`src/rtl/sm_ingress_arbiter_pkg.sv`:
```
// Shared front-end types: metadata word, matcher beat geometry and arbiter FSM encodings.
package struct_s;
  localparam int META_WIDTH = 64;
  typedef logic [META_WIDTH-1:0] metadata_t;

  localparam int SM_DATA_W  = 256;
  localparam int SM_EMPTY_W = 5;

  localparam logic [1:0] ST_IDLE = 2'd0;
  localparam logic [1:0] ST_PKT  = 2'd1;
  localparam logic [1:0] ST_GAP  = 2'd2;
endpackage

```
`src/rtl/sm_ingress_arbiter_rr_arbiter.sv`:
```
// Round-robin first-set search: the lowest request at or after ptr (circular) wins.
module rr_arbiter #(
  parameter int N     = 4,
  parameter int IDX_W = $clog2(N)
) (
  input  logic [N-1:0]     req,
  input  logic [IDX_W-1:0] ptr,
  output logic [N-1:0]     grant,
  output logic [IDX_W-1:0] grant_idx,
  output logic             any
);
  logic [IDX_W:0]   sum;
  logic [IDX_W-1:0] idx;

  // Walk offsets from farthest to nearest so the closest request to ptr is the last one written.
  always_comb begin
    grant     = '0;
    grant_idx = '0;
    any       = |req;
    sum       = '0;
    idx       = '0;
    for (int k = N - 1; k >= 0; k--) begin
      sum = {1'b0, ptr} + (IDX_W + 1)'(k);
      if (sum >= (IDX_W + 1)'(N)) begin
        sum = sum - (IDX_W + 1)'(N);
      end
      idx = sum[IDX_W-1:0];
      if (req[idx]) begin
        grant      = '0;
        grant[idx] = 1'b1;
        grant_idx  = idx;
      end
    end
  end
endmodule

```
`src/rtl/sm_ingress_arbiter.sv`:
```
// Packet-level round-robin arbiter feeding one string_matcher from NUM_PORTS ingress streams.
module sm_ingress_arbiter
  import struct_s::*;
#(
  parameter int NUM_PORTS = 4,
  parameter int DATA_W    = SM_DATA_W,
  parameter int EMPTY_W   = SM_EMPTY_W,
  parameter int META_W    = META_WIDTH,
  parameter int IDX_W     = $clog2(NUM_PORTS)
) (
  input  logic                         clk,
  input  logic                         rst,
  input  logic [NUM_PORTS*DATA_W-1:0]  in_pkt_data,
  input  logic [NUM_PORTS-1:0]         in_pkt_valid,
  input  logic [NUM_PORTS-1:0]         in_pkt_sop,
  input  logic [NUM_PORTS-1:0]         in_pkt_eop,
  input  logic [NUM_PORTS*EMPTY_W-1:0] in_pkt_empty,
  output logic [NUM_PORTS-1:0]         in_pkt_ready,
  input  logic [NUM_PORTS*META_W-1:0]  in_meta_data,
  input  logic [NUM_PORTS-1:0]         in_meta_valid,
  output logic [NUM_PORTS-1:0]         in_meta_ready,
  output logic [DATA_W-1:0]            out_pkt_data,
  output logic                         out_pkt_valid,
  output logic                         out_pkt_sop,
  output logic                         out_pkt_eop,
  output logic [EMPTY_W-1:0]           out_pkt_empty,
  output logic [META_W-1:0]            out_meta_data,
  output logic                         out_meta_valid,
  input  logic                         out_almost_full,
  output logic [IDX_W-1:0]             out_port,
  output logic                         err_sop_mid,
  output logic [31:0]                  pkt_cnt
);
  logic [DATA_W-1:0]  data_arr  [NUM_PORTS];
  logic [EMPTY_W-1:0] empty_arr [NUM_PORTS];
  logic [META_W-1:0]  meta_arr  [NUM_PORTS];

  for (genvar gi = 0; gi < NUM_PORTS; gi++) begin : g_unpack
    assign data_arr[gi]  = in_pkt_data[gi*DATA_W +: DATA_W];
    assign empty_arr[gi] = in_pkt_empty[gi*EMPTY_W +: EMPTY_W];
    assign meta_arr[gi]  = in_meta_data[gi*META_W +: META_W];
  end

  logic [1:0]           state_reg;
  logic [IDX_W-1:0]     gnt_reg;
  logic [IDX_W-1:0]     ptr_reg;
  logic [31:0]          pkt_cnt_reg;
  logic                 err_reg;
  logic [DATA_W-1:0]    data_reg;
  logic                 valid_reg;
  logic                 sop_reg;
  logic                 eop_reg;
  logic [EMPTY_W-1:0]   empty_reg;
  logic [META_W-1:0]    meta_reg;
  logic                 meta_valid_reg;
  logic [IDX_W-1:0]     port_reg;

  // A port is only eligible when its SOP beat and its metadata word are both waiting.
  logic [NUM_PORTS-1:0] req;
  logic [NUM_PORTS-1:0] arb_grant;
  logic [IDX_W-1:0]     arb_idx;
  logic                 arb_any;
  logic [IDX_W-1:0]     ptr_next;

  assign req      = in_pkt_valid & in_pkt_sop & in_meta_valid;
  assign ptr_next = (arb_idx == IDX_W'(NUM_PORTS - 1)) ? '0 : arb_idx + 1'b1;

  rr_arbiter #(
    .N     (NUM_PORTS),
    .IDX_W (IDX_W)
  ) u_rr_arbiter (
    .req       (req),
    .ptr       (ptr_reg),
    .grant     (arb_grant),
    .grant_idx (arb_idx),
    .any       (arb_any)
  );

  logic             accept;
  logic             new_grant;
  logic [IDX_W-1:0] sel_idx;

  always_comb begin
    in_pkt_ready  = '0;
    in_meta_ready = '0;
    accept        = 1'b0;
    new_grant     = 1'b0;
    sel_idx       = gnt_reg;
    if (!rst) begin
      case (state_reg)
        ST_IDLE: begin
          sel_idx = arb_idx;
          if (arb_any && !out_almost_full) begin
            new_grant     = 1'b1;
            accept        = 1'b1;
            in_pkt_ready  = arb_grant;
            in_meta_ready = arb_grant;
          end
        end
        ST_PKT: begin
          in_pkt_ready[gnt_reg] = !out_almost_full;
          accept                = in_pkt_valid[gnt_reg] && !out_almost_full;
        end
        default: ;
      endcase
    end
  end

  always_ff @(posedge clk) begin
    if (rst) begin
      state_reg      <= ST_IDLE;
      gnt_reg        <= '0;
      ptr_reg        <= '0;
      pkt_cnt_reg    <= '0;
      err_reg        <= 1'b0;
      data_reg       <= '0;
      valid_reg      <= 1'b0;
      sop_reg        <= 1'b0;
      eop_reg        <= 1'b0;
      empty_reg      <= '0;
      meta_reg       <= '0;
      meta_valid_reg <= 1'b0;
      port_reg       <= '0;
    end else begin
      valid_reg      <= accept;
      meta_valid_reg <= new_grant;
      if (accept) begin
        data_reg  <= data_arr[sel_idx];
        sop_reg   <= in_pkt_sop[sel_idx];
        eop_reg   <= in_pkt_eop[sel_idx];
        empty_reg <= empty_arr[sel_idx];
        port_reg  <= sel_idx;
      end
      if (new_grant) begin
        meta_reg <= meta_arr[sel_idx];
      end
      case (state_reg)
        ST_IDLE: begin
          if (new_grant) begin
            gnt_reg     <= arb_idx;
            ptr_reg     <= ptr_next;
            pkt_cnt_reg <= pkt_cnt_reg + 32'd1;
            state_reg   <= in_pkt_eop[arb_idx] ? ST_GAP : ST_PKT;
          end
        end
        ST_PKT: begin
          // A stray SOP inside a packet is flagged but carried as an ordinary continuation beat.
          if (accept) begin
            if (in_pkt_sop[gnt_reg]) begin
              err_reg <= 1'b1;
            end
            if (in_pkt_eop[gnt_reg]) begin
              state_reg <= ST_GAP;
            end
          end
        end
        ST_GAP:  state_reg <= ST_IDLE;
        default: state_reg <= ST_IDLE;
      endcase
    end
  end

  assign out_pkt_data   = data_reg;
  assign out_pkt_valid  = valid_reg;
  assign out_pkt_sop    = sop_reg;
  assign out_pkt_eop    = eop_reg;
  assign out_pkt_empty  = empty_reg;
  assign out_meta_data  = meta_reg;
  assign out_meta_valid = meta_valid_reg;
  assign out_port       = port_reg;
  assign err_sop_mid    = err_reg;
  assign pkt_cnt        = pkt_cnt_reg;
endmodule

```
`config.mk`:
```
export PLATFORM = sky130hd
export DESIGN_NAME = sm_ingress_arbiter
export DESIGN_NICKNAME = d
export VERILOG_FILES = /design/src/rtl/sm_ingress_arbiter_pkg.sv /design/src/rtl/sm_ingress_arbiter_rr_arbiter.sv /design/src/rtl/sm_ingress_arbiter.sv
export SDC_FILE = /design/constraint.sdc
export NUM_CORES = 2
export LEC_CHECK = 0
export CORE_AREA = 8 8 643 645
export DETAILED_ROUTE_END_ITERATION = 16
export DIE_AREA = 0 0 651 653
export DONT_BUFFER_PORTS = 1
export PLACE_DENSITY_LB_ADDON = 0.3
export SKIP_LAST_GASP = 1
export SYNTH_ARGS = -nofsm -noshare
export SYNTH_HDL_FRONTEND = slang
export SYNTH_SLANG_ARGS = --single-unit
```
`constraint.sdc`:
```
create_clock -name clk -period 3.3 [get_ports clk]
set_input_delay 0.33 -clock clk [delete_from_list [all_inputs] [get_ports clk]]
set_output_delay 0.33 -clock clk [all_outputs]
set_load 0.05 [all_outputs]
```
# --- Word-level counts from Yosys, hierarchy flattened ---
# Cells that the tools add are included.
word_totals:
  word_cells: 130
  regBits: 370
  in_bits: 1319
  out_inout_bits: 372
classes:
  mux: 69
  order_cmp: 17
  add_sub_neg: 9
  n_eq_ne: 5
  bitwise_logic: 4
  reduce_logical: 13
ops:
  columns: ["operator", "count"]
  rows:
  - ["$bmux W256 S2", 1]
  - ["$mux W256", 2]
  - ["$bmux W64 S2", 1]
  - ["$mux W64", 2]
  - ["$add A32 B1 Y32 const B", 1]
  - ["$mux W4", 8]
  - ["$mux W2", 15]
  - ["$lt A2 B3 Y1 const B", 7]
  - ["$bmux W1 S2", 10]
  - ["$mux W1", 19]
  - ["$and A4 B4 Y4", 3]
  - ["$ge A3 B3 Y1 const B", 4]
  - ["$bmux W5 S2", 1]
  - ["$demux W1 S2", 5]
  - ["$ge A2 B1 Y1 const B", 5]
  - ["$mux W5", 2]
  - ["$pmux W4 S2", 1]
  - ["$sub A2 B1 Y2 const B", 4]
  - ["$logic_and A1 B1 Y1", 7]
  - ["$add A2 B2 Y3 const B", 2]
  - ["$ne A2 B2 Y1 const B", 3]
  - ["$reduce_and A3 Y1", 2]
  - ["$pmux W2 S2", 1]
  - ["$reduce_or A4 Y1", 1]
  - ["10 further kinds", 10]

# --- Depth between registers and ports, before layout ---
logic_depth:
  word_depth: 15
  ltp_mapped: 13
  mapped_depth_nobuf: 9

# --- Cells and area by module ---
# From an unflattened synthesis, not the netlist that was laid out.
unflattened:
  cells_unflattened: 2972
  area_unflattened_um2: 27214.9
by_module_without_submodules:
  columns: ["module", "cells_each", "seq_area_each_um2", "n_inst", "area_per_inst_um2"]
  rows:
  - ["sm_ingress_arbiter", 2910, 7407.1, 1, 26716.9]
  - ["rr_arbiter", 62, 0.0, 1, 498.0]

# --- Worst setup path before layout ---
# Ideal clock, no wire load.
synth_timing:
  kind: "reg2out"
  startpoint: "register ptr_reg[0]"
  endpoint: "output in_pkt_ready[2]"
  required_time_ps: 2970
  path_buffers: 1
  setup_slack_ps: -59
  stages_incl_launch_ff: 10
  t_arrival_ps: 3029
  path_cell_list: "dfxtp_1 buf_2 inv_1 ha_1 mux4_2 nor2_1 a22oi_1 a211oi_1 a21oi_1 o21ai_0"
synth_via:
  elab_chain_cells: 14
  elab_cells_between_ends: 50
  classes_between: "add/sub: 7; order compare: 12; mux: 27; reduce/logical: 4"
synth_rtl:
  columns: ["element", "line", "source"]
  rows:
  - ["start, declared", "sm_ingress_arbiter.sv:46", "logic [IDX_W-1:0] ptr_reg;"]
  - ["start signal, assigned", "sm_ingress_arbiter.sv:141", "ptr_reg <= ptr_next;"]
  - ["$add A2 B2 Y3", "sm_ingress_arbiter_rr_arbiter.sv:23", "sum = {1'b0, ptr} + (IDX_W + 1)'(k);"]
  - ["$ge A3 B3 Y1 or $sub A2 B1 Y2 (tied branches)", "sm_ingress_arbiter_rr_arbiter.sv:24, sm_ingress_arbiter_rr_arbiter.sv:25", null]
  - ["$mux W2", "sm_ingress_arbiter_rr_arbiter.sv:24", "if (sum >= (IDX_W + 1)'(N)) begin"]
  - ["$lt A2 B3 Y1 (not written as such) or $ge A2 B1 Y1 (tied branches)", "sm_ingress_arbiter_rr_arbiter.sv:30", "grant[idx] = 1'b1;"]
  - ["$logic_and A1 B1 Y1 (not written as such)", "sm_ingress_arbiter_rr_arbiter.sv:30", null]
  - ["$mux W1 (not written as such)", "sm_ingress_arbiter_rr_arbiter.sv:30", null]
  - ["$demux W1 S2", null, null]
  - ["$mux W4 (3 in series)", "sm_ingress_arbiter_rr_arbiter.sv:28", "if (req[idx]) begin"]
  - ["$mux W4 (*)", "sm_ingress_arbiter_rr_arbiter.sv:28", null]
  - ["$mux W4 (*)", "sm_ingress_arbiter.sv:93", "if (arb_any && !out_almost_full) begin"]
  - ["$pmux W4 S2 (*)", "sm_ingress_arbiter.sv:90", "case (state_reg)"]
  - ["$mux W4 (*)", "sm_ingress_arbiter.sv:89", "if (!rst) begin"]
  - ["end, declared", "sm_ingress_arbiter.sv:18", "output logic [NUM_PORTS-1:0] in_pkt_ready,"]
# Mark *: on every way between the ends. The rest lies on a longest branch, timed or not. The select of a mux whose other input is x is not followed.

# --- Worst setup path in the final report ---
layout_timing:
  startpoint: "register ptr_reg[0]"
  endpoint: "register data_reg[239] (netlist: out_pkt_data[239])"
layout_via:
  elab_chain_cells: 15
  elab_cells_between_ends: 33
  classes_between: "add/sub: 7; order compare: 4; mux: 21; bitwise: 1"
layout_rtl:
  columns: ["element", "line", "source"]
  rows:
  - ["$add A2 B2 Y3", "sm_ingress_arbiter_rr_arbiter.sv:23", null]
  - ["$ge A3 B3 Y1 or $sub A2 B1 Y2 (tied branches)", "sm_ingress_arbiter_rr_arbiter.sv:24, sm_ingress_arbiter_rr_arbiter.sv:25", null]
  - ["$mux W2", "sm_ingress_arbiter_rr_arbiter.sv:24", null]
  - ["$bmux W1 S2", "sm_ingress_arbiter_rr_arbiter.sv:28", null]
  - ["$mux W1 (not written as such)", "sm_ingress_arbiter_rr_arbiter.sv:28", null]
  - ["$mux W2 (3 in series)", "sm_ingress_arbiter_rr_arbiter.sv:28", null]
  - ["$mux W2 (*)", "sm_ingress_arbiter_rr_arbiter.sv:28", null]
  - ["$mux W2 (*)", "sm_ingress_arbiter.sv:90", null]
  - ["$mux W2 (*)", "sm_ingress_arbiter.sv:89", null]
  - ["$not A2 Y3 (not written as such) (*)", "sm_ingress_arbiter.sv:128", "data_reg <= data_arr[sel_idx];"]
  - ["$bmux W256 S2 (*)", "sm_ingress_arbiter.sv:128", null]
  - ["$mux W256 (not written as such) (*) (2 in series)", "sm_ingress_arbiter.sv:128", null]
  - ["end signal, assigned", "sm_ingress_arbiter.sv:128", null]
  - ["end, declared", "sm_ingress_arbiter.sv:49", "logic [DATA_W-1:0] data_reg;"]
# Marks and branches as above.
# A chain may end at the register's enable or synchronous reset.

==> impl_metrics.toml <==
[die]
die_area_mm2 = 0.4251
ios = 1691
rows = 234
start_util = 0.05399
die_w_um = 651
die_h_um = 653
core_area_mm2 = 0.4037

[logic_synthesis]
synth-seq-cells = 370
synth.distinct_cells = 49
yosysMostFrequentCell = "nand2_1"
synth_top_area_share = 0.3398
ys_seq_area_frac = 0.3398
syn_avg_cell_area_um2 = 6.888
synth_area_leader_cell = "dfxtp_1"
synth-edff-count = 0
ys_top_cells_by_count = "nand2_1, a21oi_1, dfxtp_1"
syn_area_mm2 = 0.02180
synth_nets = 4489
ys.flop_type = "dfxtp_1"
synthTopCellsByArea = "dfxtp_1, nand2_1, a21oi_1"
syn_inst = 3165
yosys_warnings = 0
synthArstFlopShare = 0

[timing]
relSlewSlack = 0.07035
worst_pin_slew_ns = 1.393
finClkSkew_ns = 0.05075
setup_viol = 0
min_period_over_period = 0.9783
drv_slew = 0
finalHoldViolations = 0
holdWs_ns = 0.08526
fmax_ghz = 0.3098
rsz0062_at_grt = "yes"
period_needed_ns = 3.228

[min_path]
hold_class = "in -> reg"

[routing]
drtIter0Drc = 3490
vias_per_cell = 3.280
routed_wl_mm = 326.2
drc_errors = 0
vias = 32638
first_pass_iters = 5
postRouteAntennaNets = 0
wl_per_cell_um = 32.78

[critical_path]
critPathMaxFanout = 39
cp.required_ns = 3.99
crit_type = "reg -> reg"
arrival_ns = 3.92
crit_path_end_kind = "register"
critPathLaunchType = "register"

[job]
maxCapViolCount = 0

[cts]
clk_latency_ns = 0.76
cts.path.max_buffers = 3
cts.sinks = 370
cts_buffers = 60
root_buffer = "clkbuf_16"
path_clk_slew_ns = 0.07
h-tree-depth = 2
tritoncts = "built"

[place]
globalplace.congestion = 0.9492
portBuffers = 0
dp_hpwl_mm = 286.3

[global_route]
grt_max_degree = 129
grt-ovfl-total = 0
first_global_vias = 32207
grt_first_pass_wirelength_mm = 396.6
antenna_found_initial = 243
grtUsageTotal = 0.1446

[layout]
nets = 5821
drive_above_1_share = 0.09897
largest_reg_flops = 256
area_growth_pct = 106.8
fin_util = 0.1117

[power_and_ir_drop]
irDropWorstVdd_mv = 0.4696
leakagePower_nw = 18.20
finalPower_mw = 20.12
power_density_mw_per_mm2 = 446.2

[outcome]
status = "finished clean"
## report_power, final
part / internal (mW) / leakage [nW] / switching [mW] / total (mW)
Combinational: 2.35 / 14.2 / 3.38 / 5.72
Clock: 4.08 / 1.01 / 3.04 / 7.12
Sequential: 4.87 / 3.02 / 2.40 / 7.27
Total: 11.3 / 18.2 / 8.82 / 20.1
## cell families (layout without fill, tap and decap cells)
| kind of cell | Yosys count | in the layout | share of synthesized area |
|---|---|---|---|
| buffers and inverters | 285 | 1667 | 0.06113 |
| other | 0 | 94 | 0 |
| AOI/OAI and AO/OA | 958 | 958 | 0.2836 |
| muxes | 12 | 12 | 0.009642 |
| xor gates and xnor gates | 29 | 29 | 0.01165 |
| and+or+nand+nor | 1506 | 1506 | 0.2913 |
| DFF | 370 | 370 | 0.3398 |
| adders and majority gates | 5 | 5 | 0.002870 |
## metrics by stage
step	std cells	area (um2)	setup slack, ns	TNS (ns)
after floorplan	3165	21800	0.2448	0
after CTS	9851	44700	-0.05494	-0.1654
after global placement	8485	29920	-0.3248	-0.6244
final	9951	45090	0.07172	0
after global routing	9904	44970	-0.09025	-0.1736
after detailed placement	8485	29920	-0.3284	-0.6019
## critical path, stage by stage, from the launching register on
cell,delay [ns]
dfxtp_4,0.38
buf_6,0.11
mux4_2,0.58
buf_4,0.17
a21oi_2,0.24
o221a_4,0.28
buf_12,0.15
buf_12,0.22
buf_4,0.25
nand2_1,0.07
a21oi_1,0.42
a211o_1,0.15
## cell type report
class | count | area, um2
inverter | 9 | 36.28
timing repair buffer | 1546 | 15390
sequential | 370 | 7416
multi-input combinational | 2510 | 13270
clock inverter | 29 | 407.9
tap | 5310 | 6644
clock buffer | 83 | 1698
fill | 46536 | 358700
antenna | 94 | 235.2
## path summary, 6_finish.rpt
check | end | startpoint | depth (start not counted) | slack (ns)
min | out_pkt_data[110] | in_pkt_data[110] | 3 | 0.09
min reg2reg | out_pkt_data[113] | out_pkt_data[113] | 1 | 0.48
max | out_pkt_data[239] | ptr_reg[0] | 11 | 0.07
max reg2reg | out_pkt_data[239] | ptr_reg[0] | 11 | 0.07
## metal layers
| metal | GRT usage | wire length (um) | vias up |
|---|---|---|---|
| met4 | 0.03865 | 11490 | 166 |
| met5 | 0 | 1113 | - |
| li1 | - | - | 13742 |
| met2 | 0.2313 | 145200 | 2442 |
| met3 | 0.09414 | 50530 | 631 |
| met1 | 0.1577 | 117800 | 15657 |
## timing repair
item	CTS	global route
gates cloned	0	1
endpoints found under the hold margin	367	0
buffers inserted	2	5
gates resized for setup	28	19
hold buffers	1252	0
pin swaps	5	10
setup endpoints to repair	13	22
## placed cells by master, fill, tap and decap left out, types with 4 or more instances in the layout
cell type and n:
a211oi_2 4, diode_2 94, a21oi_2 11, a21oi_1 526
buf_16 4, a211o_1 262, and3_1 70, nand3b_1 65
buf_12 41, xor2_1 18, nand2_1 1202, buf_4 238
inv_1 8, dfxtp_2 4, a22oi_2 4, o31ai_1 64
o21ai_0 4, clkbuf_8 11, nor3_1 9, clkinv_2 5
nand3_1 17, ha_1 4, dfxtp_1 365, bufinv_16 6
buf_6 11, mux4_2 7, xnor2_1 11, clkbuf_16 61
nand4_1 9, dlygate4sd3_1 1251, clkinv_4 6, clkinvlp_4 6
nor2_1 46, a211oi_1 65, and2_1 47, clkbuf_1 12
and2_0 20
No activity file was read; power rests on OpenSTA's default activity.
